==> config.mk <==
export PLATFORM = sky130hd
export DESIGN_NAME = hdbn_encoder
export DESIGN_NICKNAME = d
export VERILOG_FILES = /design/src/rtl/line_code_pkg.sv /design/src/rtl/lc_polarity.sv /design/src/rtl/hdbn_encoder.sv
export SDC_FILE = /design/constraint.sdc
export NUM_CORES = 1
export LEC_CHECK = 0
export ABC_AREA = 1
export BUFFER_PORTS_ARGS = -buffer_cell sky130_fd_sc_hd__buf_4
export CAP_MARGIN = 0
export CORE_ASPECT_RATIO = 0.8
export CORE_MARGIN = 3
export CORE_UTILIZATION = 30
export DETAILED_ROUTE_END_ITERATION = 10
export PLACE_DENSITY_LB_ADDON = 0.08
export RECOVER_POWER = 25
export REMOVE_ABC_BUFFERS = 1
export SLEW_MARGIN = 10
export SYNTH_ARGS = -nofsm -noshare
export SYNTH_HDL_FRONTEND = slang
export SYNTH_HIERARCHICAL = 1
export SYNTH_SLANG_ARGS = --single-unit
==> constraint.sdc <==
create_clock -name i_clk -period 4.5 [get_ports i_clk]
set_clock_uncertainty 0.1 [all_clocks]
set_input_delay 0.675 -clock i_clk [delete_from_list [all_inputs] [get_ports i_clk]]
set_output_delay 0.675 -clock i_clk [all_outputs]
set_load 0.005 [all_outputs]
==> src/rtl/line_code_pkg.sv <==
// Shared types and constants for the HDBn / AMI line encoder.
// Tags travel through the delay line; symbols are the ternary codes on o_code.
package line_code_pkg;

  typedef enum logic [1:0] {
    TAG_ZERO = 2'd0,
    TAG_MARK = 2'd1,
    TAG_B    = 2'd2,
    TAG_V    = 2'd3
  } tag_t;

  localparam logic [1:0] SYM_ZERO = 2'b00;
  localparam logic [1:0] SYM_POS  = 2'b01;
  localparam logic [1:0] SYM_NEG  = 2'b10;

  localparam logic MODE_AMI = 1'b0;
  localparam logic MODE_HDB = 1'b1;

endpackage

==> src/rtl/lc_polarity.sv <==
// Registered output stage: turns an emitted tag into a ternary symbol and
// tracks the polarity of the last nonzero symbol on the line.
module lc_polarity
  import line_code_pkg::*;
(
  input  logic       clk,
  input  logic       rst,
  input  logic       emit,
  input  tag_t       tag,
  output logic       valid,
  output logic [1:0] code,
  output logic       bpulse,
  output logic       viol
);

  logic last_neg;
  logic next_neg;
  logic [1:0] next_code;
  logic nonzero;

  // MARK and B alternate against the last pulse; V deliberately repeats it.
  always_comb begin
    next_neg  = last_neg;
    next_code = SYM_ZERO;
    nonzero   = 1'b0;
    case (tag)
      TAG_MARK, TAG_B: begin
        next_neg  = ~last_neg;
        nonzero   = 1'b1;
        next_code = next_neg ? SYM_NEG : SYM_POS;
      end
      TAG_V: begin
        next_neg  = last_neg;
        nonzero   = 1'b1;
        next_code = next_neg ? SYM_NEG : SYM_POS;
      end
      default: begin
        next_neg  = last_neg;
        next_code = SYM_ZERO;
        nonzero   = 1'b0;
      end
    endcase
  end

  always_ff @(posedge clk) begin
    if (rst) begin
      valid    <= 1'b0;
      code     <= SYM_ZERO;
      bpulse   <= 1'b0;
      viol     <= 1'b0;
      last_neg <= 1'b1;
    end else begin
      valid  <= emit;
      bpulse <= emit && (tag == TAG_B);
      viol   <= emit && (tag == TAG_V);
      if (emit) begin
        code <= next_code;
        if (nonzero) begin
          last_neg <= next_neg;
        end
      end
    end
  end

endmodule

==> src/rtl/hdbn_encoder.sv <==
// HDBn / AMI line encoder: a D-deep tag delay line with zero-run substitution,
// followed by the registered polarity stage.
module hdbn_encoder
  import line_code_pkg::*;
#(
  parameter int N_HDB = 3
) (
  input  logic       i_clk,
  input  logic       i_rst,
  input  logic       i_valid,
  input  logic       i_data,
  input  logic       i_mode,
  output logic       o_valid,
  output logic [1:0] o_code,
  output logic       o_bpulse,
  output logic       o_viol
);

  localparam int D  = N_HDB + 1;
  localparam int CW = $clog2(D + 1);
  localparam logic [CW-1:0] D_CNT = CW'(D);
  localparam logic [CW-1:0] ONE   = CW'(1);

  tag_t          line      [D];
  tag_t          line_next [D];
  logic [CW-1:0] fill;
  logic [CW-1:0] fill_next;
  logic [CW-1:0] run;
  logic [CW-1:0] run_next;
  logic [CW-1:0] run_inc;
  logic          parity;
  logic          parity_next;
  logic          prev_mode;
  logic          prev_mode_next;
  logic          emit;

  // Everything advances only on an accepted bit; idle cycles leave state alone.
  always_comb begin
    line_next      = line;
    fill_next      = fill;
    run_next       = run;
    run_inc        = run;
    parity_next    = parity;
    prev_mode_next = prev_mode;
    emit           = 1'b0;
    if (i_valid) begin
      emit           = (fill == D_CNT);
      prev_mode_next = i_mode;
      if (fill != D_CNT) begin
        fill_next = fill + ONE;
      end
      line_next[0] = i_data ? TAG_MARK : TAG_ZERO;
      for (int i = 1; i < D; i++) begin
        line_next[i] = line[i-1];
      end
      if (i_data) begin
        run_next    = '0;
        parity_next = ~parity;
      end else begin
        // A mode change restarts the run so a straddling run is never replaced.
        if (i_mode != prev_mode) begin
          run_inc = ONE;
        end else if (run == D_CNT) begin
          run_inc = D_CNT;
        end else begin
          run_inc = run + ONE;
        end
        if ((i_mode == MODE_HDB) && (run_inc == D_CNT)) begin
          line_next[0] = TAG_V;
          if (!parity) begin
            line_next[D-1] = TAG_B;
          end
          parity_next = 1'b0;
          run_next    = '0;
        end else begin
          run_next = run_inc;
        end
      end
    end
  end

  always_ff @(posedge i_clk) begin
    if (i_rst) begin
      for (int i = 0; i < D; i++) begin
        line[i] <= TAG_ZERO;
      end
      fill      <= '0;
      run       <= '0;
      parity    <= 1'b0;
      prev_mode <= MODE_HDB;
    end else begin
      line      <= line_next;
      fill      <= fill_next;
      run       <= run_next;
      parity    <= parity_next;
      prev_mode <= prev_mode_next;
    end
  end

  lc_polarity u_polarity (
    .clk    (i_clk),
    .rst    (i_rst),
    .emit   (emit),
    .tag    (line[D-1]),
    .valid  (o_valid),
    .code   (o_code),
    .bpulse (o_bpulse),
    .viol   (o_viol)
  );

endmodule

# Word level (Yosys, flattened, before mapping)
# Cells that the tools add are included.
# Widths: inputs -> output; s select.
[totals] register_bits=22 elab_cells=53
[classes] n_addsub=2 eq_ne=8 muxes=19 bitwise=2 n_reduce_logical=9
[op_table] operator="$mux 3" count=6
[op_table] operator="$mux 2" count=7
[op_table] operator="$eq 3x3->1 const B" count=3
[op_table] operator="$add 3x1->3 const B" count=2
[op_table] operator="$mux 1" count=5
[op_table] operator="$eq 2x2->1 const B" count=2
[op_table] operator="$pmux 2 s2" count=1
[op_table] operator="$reduce_and 2->1" count=2
[op_table] operator="$logic_and 1x1->1" count=3
[op_table] operator="$ne 3x3->1 const B" count=1
[op_table] operator="$reduce_and 3->1" count=1
[op_table] operator="$reduce_or 3->1" count=1
[op_table] operator="$eq 2x1->1 const B" count=1
[op_table] operator="$not 1->1" count=2
[op_table] operator="$reduce_bool 2->1" count=1
[op_table] operator="$reduce_or 2->1" count=1
[op_table] operator="$ne 1x1->1" count=1

# Longest topological paths before layout
# Gate-level depths: netlist of run 1.
[logic_depth] word_depth=9 depth_mapped=9

# Modules after synthesis
# Netlist of run 1, hierarchy kept.
[by_module_without_submodules] mod="hdbn_encoder" n_inst=1 cells_per_inst=99 area_each_um2=757.0
[by_module_without_submodules] mod="lc_polarity" n_inst=1 cells_per_inst=32 area_each_um2=256.5

# Worst setup path after synthesis of run 1
# OpenSTA, ideal clock, no wires.
[synth_path] path_kind="input-to-reg" startpoint="input port i_valid" endpoint="register u_polarity.code[0]" setup_time_ns=0.120 t_arrival_ns=1.422 setup_slack_ns=2.859 path_stages=6 path_cell_list="inv_1 > buf_2 > nor2_1 > inv_2 > a21oi_1 > a21oi_1"
[synth_via] elab_chain_len=1
[synth_lines] element="from (decl)" line_no="hdbn_encoder.sv:10" text="input logic i_valid,"
[synth_lines] element="$mux 1" line_no="hdbn_encoder.sv:46" text="if (i_valid) begin"
[synth_lines] element="net emit" line_no="hdbn_encoder.sv:35" text="logic emit;"
[synth_lines] element="to (signal assigned)" line_no="lc_polarity.sv:57" text="code <= next_code;"
[synth_lines] element="to (decl)" line_no="lc_polarity.sv:11" text="output logic [1:0] code,"
# The timed path passes the listed nets, and every way through them passes these cells.
# A chain may end at the register's enable or synchronous reset.

# Worst setup path in the final report of run 1
# Ends and elaborated chain as after synthesis.

==> results of run 1 <==
-- power by group --
part	switching [mW]	total, mW	internal, mW
Combinational	0.0237	0.0382	0.0145
Clock	0.0632	0.141	0.0779
Sequential	0.00560	0.208	0.203
-- cell families (layout without fill, tap and decap cells) --
logic type                 Yosys count  count (layout)  synth area share (%)
and+or+nand+nor                     52              52                  23.0
AOI/OAI and AO/OA                   28              28                  15.3
DFF                                 22              22                  43.5
buffers and inverters               21              31                  8.02
adders and majority gates            7               7                  8.64
xor gates and xnor gates             1               1                  1.61
-- sequential cells by signal, summed over array words and instances, names as in the netlist --
| signal | count |
|---|---|
| line | 8 |
| fill | 3 |
| run | 3 |
| u_polarity/code | 2 |
| parity | 1 |
| prev_mode | 1 |
| u_polarity/bpulse | 1 |
| u_polarity/last_neg | 1 |
| u_polarity/valid | 1 |
| u_polarity/viol | 1 |
-- routing by layer --
metal / routed length [um] / GRT usage [%]
met3: 82 / 4.33
met5: 0 / 0
met2: 751 / 15.1
met1: 1060 / 14.0
met4: 13 / 1.61
-- through the flow --
step | power [mW] | cell area [um2] | instances | worst slack (ps) | utilization, %
after floorplan | 0.238 | 1000 | 128 | 2920 | -
after global placement | 0.251 | 1120 | 177 | 2580 | 35.4
after detailed placement | 0.252 | 1120 | 177 | 2530 | 35.4
after CTS | 0.396 | 1170 | 181 | 2820 | 37.2
after global routing | 0.410 | 1170 | 181 | 2100 | 37.1
final | 0.388 | 1170 | 181 | 2350 | 37.1
-- cell usage after synthesis (all sizes together) --
cell | instances | area (um2)
nand2 | 25 | 101
dfxtp | 22 | 440
inv | 18 | 67.6
a21oi | 16 | 95.1
nor2 | 16 | 62.6
o21ai | 12 | 60.1
nand3 | 8 | 45.0
ha | 7 | 87.6
buf | 2 | 10.0
nand4 | 2 | 12.5
clkbuf | 1 | 3.75
nand3b | 1 | 11.3
xnor2 | 1 | 16.3
-- path summary, 6_finish.rpt --
| kind | start | to | slack [ps] | cells past startpoint |
|---|---|---|---|---|
| worst max-delay path | i_valid | u_polarity/code[0] | 2350 | 6 |
| worst min-delay path | line[2] | line[0] | 370 | 2 |
| worst max register to register | run[0] | line[0] | 2870 | 7 |
| worst min register to register | line[2] | line[0] | 370 | 2 |
-- area by class of cell --
class / count / area share, %
flip-flops and latches: 22 / 37.7
inverters: 18 / 5.78
clock buffers: 4 / 4.71
well taps: 40 / 4.28
multi-input cells: 88 / 42.1
repair buffers: 9 / 5.46
-- worst register-to-register path: stages (launching register included) --
cell	delay [ps]
dfxtp_1	360
inv_1	70
ha_1	320
nand3b_2	250
nor2_2	160
nand3_2	100
nand2_1	90
a21oi_2	50
==> results.py, run 1 <==
metrics = {
    "finish": {
        "nFillCells": 334,
        "antenna_cells": 0,
        "layout-drive-gt1-share_pct": 17.0,
        "final_cell_mix": "nand2_1, dfxtp_1, inv_1",
        "multi_input_area_um2": 492,
        "syn2layout_area_growth_pct": 15.3,
        "seq_area_um2": 440,
        "finalNetCount": 154,
    },
    "floorplanning": {
        "dieWidth_um": 71.0,
        "pin_count": 10,
        "die-area_mm2": 0.00412,
        "placementRows": 18,
        "start_util_pct": 32.1,
        "coreArea_mm2": 0.00315,
        "dieHeight_um": 58.0,
    },
    "setup_path": {
        "cpPeakStageDelay_ps": 440,
        "critPathSlowestCell": "nor2_1",
        "endpoint_kind": "flop",
        "crit_buf_inv": 3,
        "arrival_ps": 2210,
        "crit_type": "in -> reg",
        "cp_top_family": "buffers and inverters",
        "worstPathMaxFanout": 15,
        "worst_ep_required_time_ps": 4560,
        "cp_common_cell": "a21oi_1",
        "start_kind": "input pin",
        "crit_chain": "clkbuf_1 > inv_1 > nor2_1 > inv_2 > a21oi_1 > a21oi_1",
    },
    "run": {
        "max-cap-violations": 0,
    },
    "pwr": {
        "ir_drop_mv": 0.285,
        "power.density_mw_per_mm2": 332,
        "p_leak_nw": 0.510,
    },
    "placed_design": {
        "globalplace.congestion": 0.745,
        "place_hpwl_mm": 1.42,
        "numPortBuffers": 9,
    },
    "yosys": {
        "yosysUniqueCellTypes": 19,
        "synth_area_per_cell_um2": 7.74,
        "synth_seq_area_share_pct": 43.5,
        "syn-cell-area_mm2": 0.00101,
        "yosysWarnings": 6,
        "synthCells": 131,
        "ys_ff_latch": 22,
    },
    "sta": {
        "setup_viol": 0,
        "finalCriticalPeriod_ps": 2150,
        "fmax_mhz": 464,
        "holdWs_ps": 373,
        "slew_violations": 0,
        "rsz0062_at_grt": "no",
        "tns_ps": 0,
        "period_share_pct": 47.9,
        "tightest_slew_ps": 569,
        "finalHoldViolCount": 0,
        "slew_headroom_pct": 62.1,
    },
    "clock_tree": {
        "clock_path_buffers": 2,
        "cts.repair.resized": 0,
        "cts_tree": "yes",
        "cts_made_buffers": 3,
        "path_clk_slew_ps": 80,
        "cts.sinks": 22,
        "root_buffer": "clkbuf_8",
        "cts_setup_buffers": 0,
        "hold_buffers": 0,
        "h-tree-depth": 1,
        "worstSkewPairLatency_ps": 260,
    },
    "detailed_routing": {
        "dr.pass1.iters": 4,
        "initialDrtViolationCount": 38,
        "detail-route-antenna-nets": 0,
        "wl_per_cell_um": 10.5,
        "drc": 0,
        "wirelength_mm": 1.90,
        "viasPerCell": 4.44,
        "vias": 804,
    },
    "grt": {
        "first_global_vias": 725,
        "grt_pass1_wl_mm": 3.28,
        "grt_max_degree": 16,
        "track_usage_pct": 10.1,
        "gr-total-overflow": 0,
        "antenna_found_initial": 0,
    },
    "run_status": {
        "status": "completed",
    },
    "hold_path": {
        "min_path_type": "reg -> reg",
    },
}
(Power assumes the default switching activity.)
==> run 2, diff against run 1 <==
- ABC_AREA: 1 -> 0
- clock period: 4.5 -> 1.8 ns (I/O delays scaled with it)
==> run 2 against run 1 <==
Largest cell class unchanged; area after synthesis increased by 0.25%; synthesized cell count decreased by 18%; clock-buffer cell count unchanged; sequential share of layout area decreased by 0.49 points.
==> results.py, run 2 <==
metrics = {
    "hold_path": {
        "hold_start": "i_mode",
        "min_path_type": "in -> reg",
        "worstHoldEndpoint": "prev_mode",
        "hold_depth": 3,
    },
    "clock_tree": {
        "cts_made_buffers": 3,
        "clock_path_buffers": 2,
        "cts.repair.resized": 0,
        "h-tree-depth": 1,
        "root_buffer": "clkbuf_8",
        "cts_tree": "yes",
        "cts.sinks": 22,
        "path_clk_slew_ps": 80,
        "hold_buffers": 0,
        "cts_setup_buffers": 0,
        "worstSkewPairLatency_ps": 260,
    },
    "detailed_routing": {
        "viasPerCell": 4.62,
        "wl_per_cell_um": 10.9,
        "wirelength_mm": 1.73,
        "initialDrtViolationCount": 22,
        "dr.pass1.iters": 4,
        "vias": 730,
        "drc": 0,
        "detail-route-antenna-nets": 0,
    },
    "finish": {
        "largest_register": "line",
        "finalNetCount": 131,
        "antenna_cells": 0,
        "layout_commonest_cell": "dfxtp_1",
        "largest_reg_flops": 8,
        "final_cell_mix": "dfxtp_1, nor2_1, mux2i_1, a21oi_1, buf_4",
        "reg_top3": "line (8), fill (3), run (3)",
        "syn2layout_area_growth_pct": 16.9,
        "layout-drive-gt1-share_pct": 16.9,
        "final_core_util_pct": 37.7,
        "nFillCells": 332,
    },
    "grt": {
        "track_usage_pct": 9.82,
        "grt_pass1_wl_mm": 3.17,
        "grt_max_degree": 21,
        "antenna_found_initial": 0,
        "gr-total-overflow": 0,
        "first_global_vias": 696,
    },
    "yosys": {
        "synth_common_cells": "dfxtp_1, nor2_1, a21oi_1, mux2i_1",
        "async_flop_share_pct": 0,
        "synth_ff_type": "dfxtp_1",
        "synth_xor_area_share_pct": 1.72,
        "synthCells": 108,
        "synth_top_family_by_area": "simple AND/OR/NAND/NOR gates",
        "syn-cell-area_mm2": 0.00102,
        "yosysUniqueCellTypes": 34,
        "synth_seq_area_share_pct": 43.3,
        "ys_top_cells_by_area": "dfxtp_1, ha_1, mux2i_1",
        "synth_compound_area_share_pct": 12.3,
        "synth_top_cell_by_area": "dfxtp_1",
        "synth_area_per_cell_um2": 9.41,
        "yosysTopAreaCellShare_pct": 43.3,
        "synth_fa_ha_area_share_pct": 8.62,
        "synth_edf_count": 0,
        "muxShareOfSynthArea_pct": 8.99,
        "synth_most_common_cell": "dfxtp_1",
        "ys_ff_latch": 22,
        "yosys.area_share.simple_pct": 20.7,
        "yosysWarnings": 6,
    },
    "floorplanning": {
        "start_util_pct": 32.2,
        "placementRows": 18,
        "dieWidth_um": 71.1,
        "pin_count": 10,
        "dieHeight_um": 58.1,
        "coreArea_mm2": 0.00315,
        "die-area_mm2": 0.00413,
    },
    "setup_path": {
        "arrival_ps": 1700,
        "worst_ep_required_time_ps": 1850,
        "worstPathMaxFanout": 5,
        "crit_type": "reg -> reg",
        "worstRegToRegCells": 6,
        "endpoint_kind": "flop",
        "worstReg2RegStart": "run[0]",
        "r2r_slack_ps": 150,
        "rr_endpoint": "line[0]",
        "start_kind": "flop",
    },
    "pwr": {
        "power.internal_mw": 0.736,
        "p_leak_nw": 0.512,
        "switching_share_pct": 22.5,
        "power_mw": 0.949,
        "p_seq_share_pct": 54.0,
        "combPwrFrac_pct": 9.4,
        "switchingPower_mw": 0.213,
        "pwr-share-clk_pct": 36.5,
        "power.density_mw_per_mm2": 799,
        "ir_drop_mv": 0.441,
    },
    "sta": {
        "holdWs_ps": 162,
        "setup_viol": 0,
        "fmax_mhz": 607,
        "finalHoldViolCount": 0,
        "tightest_slew_ps": 274,
        "rsz0062_at_grt": "no",
        "slew_headroom_pct": 81.6,
        "finalCriticalPeriod_ps": 1650,
        "slew_violations": 0,
        "period_share_pct": 91.6,
        "tns_ps": 0,
    },
    "run": {
        "max-cap-violations": 0,
    },
    "placed_design": {
        "place_hpwl_mm": 1.24,
        "numPortBuffers": 9,
        "globalplace.congestion": 0.813,
    },
    "run_status": {
        "status": "completed",
    },
}
[run 2: cell types whose count changed after synthesis, moves of 3 or more]
cell	before	now
nand2_1	22	4
inv_1	17	7
o21ai_0	10	0
mux2i_1	0	8
nand3_1	7	2
a21oi_1	12	8
a211oi_1	0	3
a21oi_2	4	1
nand2_2	3	0
[run 2: cells by family after synthesis]
| family | Yosys count |
|---|---|
| fa+ha+maj | 7 |
| compound gates | 18 |
| mux | 9 |
| flops | 22 |
| buf+inv | 11 |
| simple gates | 39 |
| xor+xnor | 2 |
[run 2: routing by layer]
layer / GRT usage (%) / wire, um / up-vias
met5: 0 / 0 / -
met4: 3.22 / 17 / 0
met3: 4.33 / 85 / 2
met2: 14.1 / 723 / 8
met1: 13.1 / 903 / 328
li1: - / - / 392
[run 2: critical path, cell delays in order (launching register included)]
cell	delay, ps
dfxtp_2	340
inv_1	60
ha_1	180
and3b_1	210
nor3_2	190
nand3_1	150
o311a_1	300
[run 2: worst max-delay path by stage]
stage | start | end | slack (ps) | cells past startpoint
floorplan | run[0] | line[6] | 190 | 6
CTS | run[0] | line[6] | 20 | 6
detailed placement | run[0] | line[6] | 50 | 6
finish | run[0] | line[0] | 150 | 6
global placement | run[0] | line[6] | 70 | 6
global route | run[0] | line[0] | 8 | 6
[run 2: layout make-up]
class	count	area, um2	area share, %
multi-input combinational	75	543	45.7
sequential	22	442	37.2
timing repair buffer	9	67.6	5.69
clock buffer	4	55.1	4.64
tap	40	50.0	4.21
inverter	8	30.0	2.53
[run 2: power groups by stage]
stage | logic [mW] | registers [mW] | clock network, mW
2_1_floorplan | 0.0559 | 0.522 | 0
3_5_place_dp | 0.0885 | 0.524 | 0
6_report | 0.0895 | 0.513 | 0.347
5_1_grt | 0.101 | 0.516 | 0.390
3_3_place_gp | 0.0875 | 0.524 | 0
4_1_cts | 0.0890 | 0.513 | 0.367
[run 2: through the flow]
step / setup slack (ps) / std cells / area, um2
floorplan: 189 / 105 / 1000
global placement: 69.9 / 154 / 1120
detailed placement: 51.8 / 154 / 1120
CTS: 17.7 / 158 / 1170
global route: 7.95 / 158 / 1190
finish: 152 / 158 / 1190
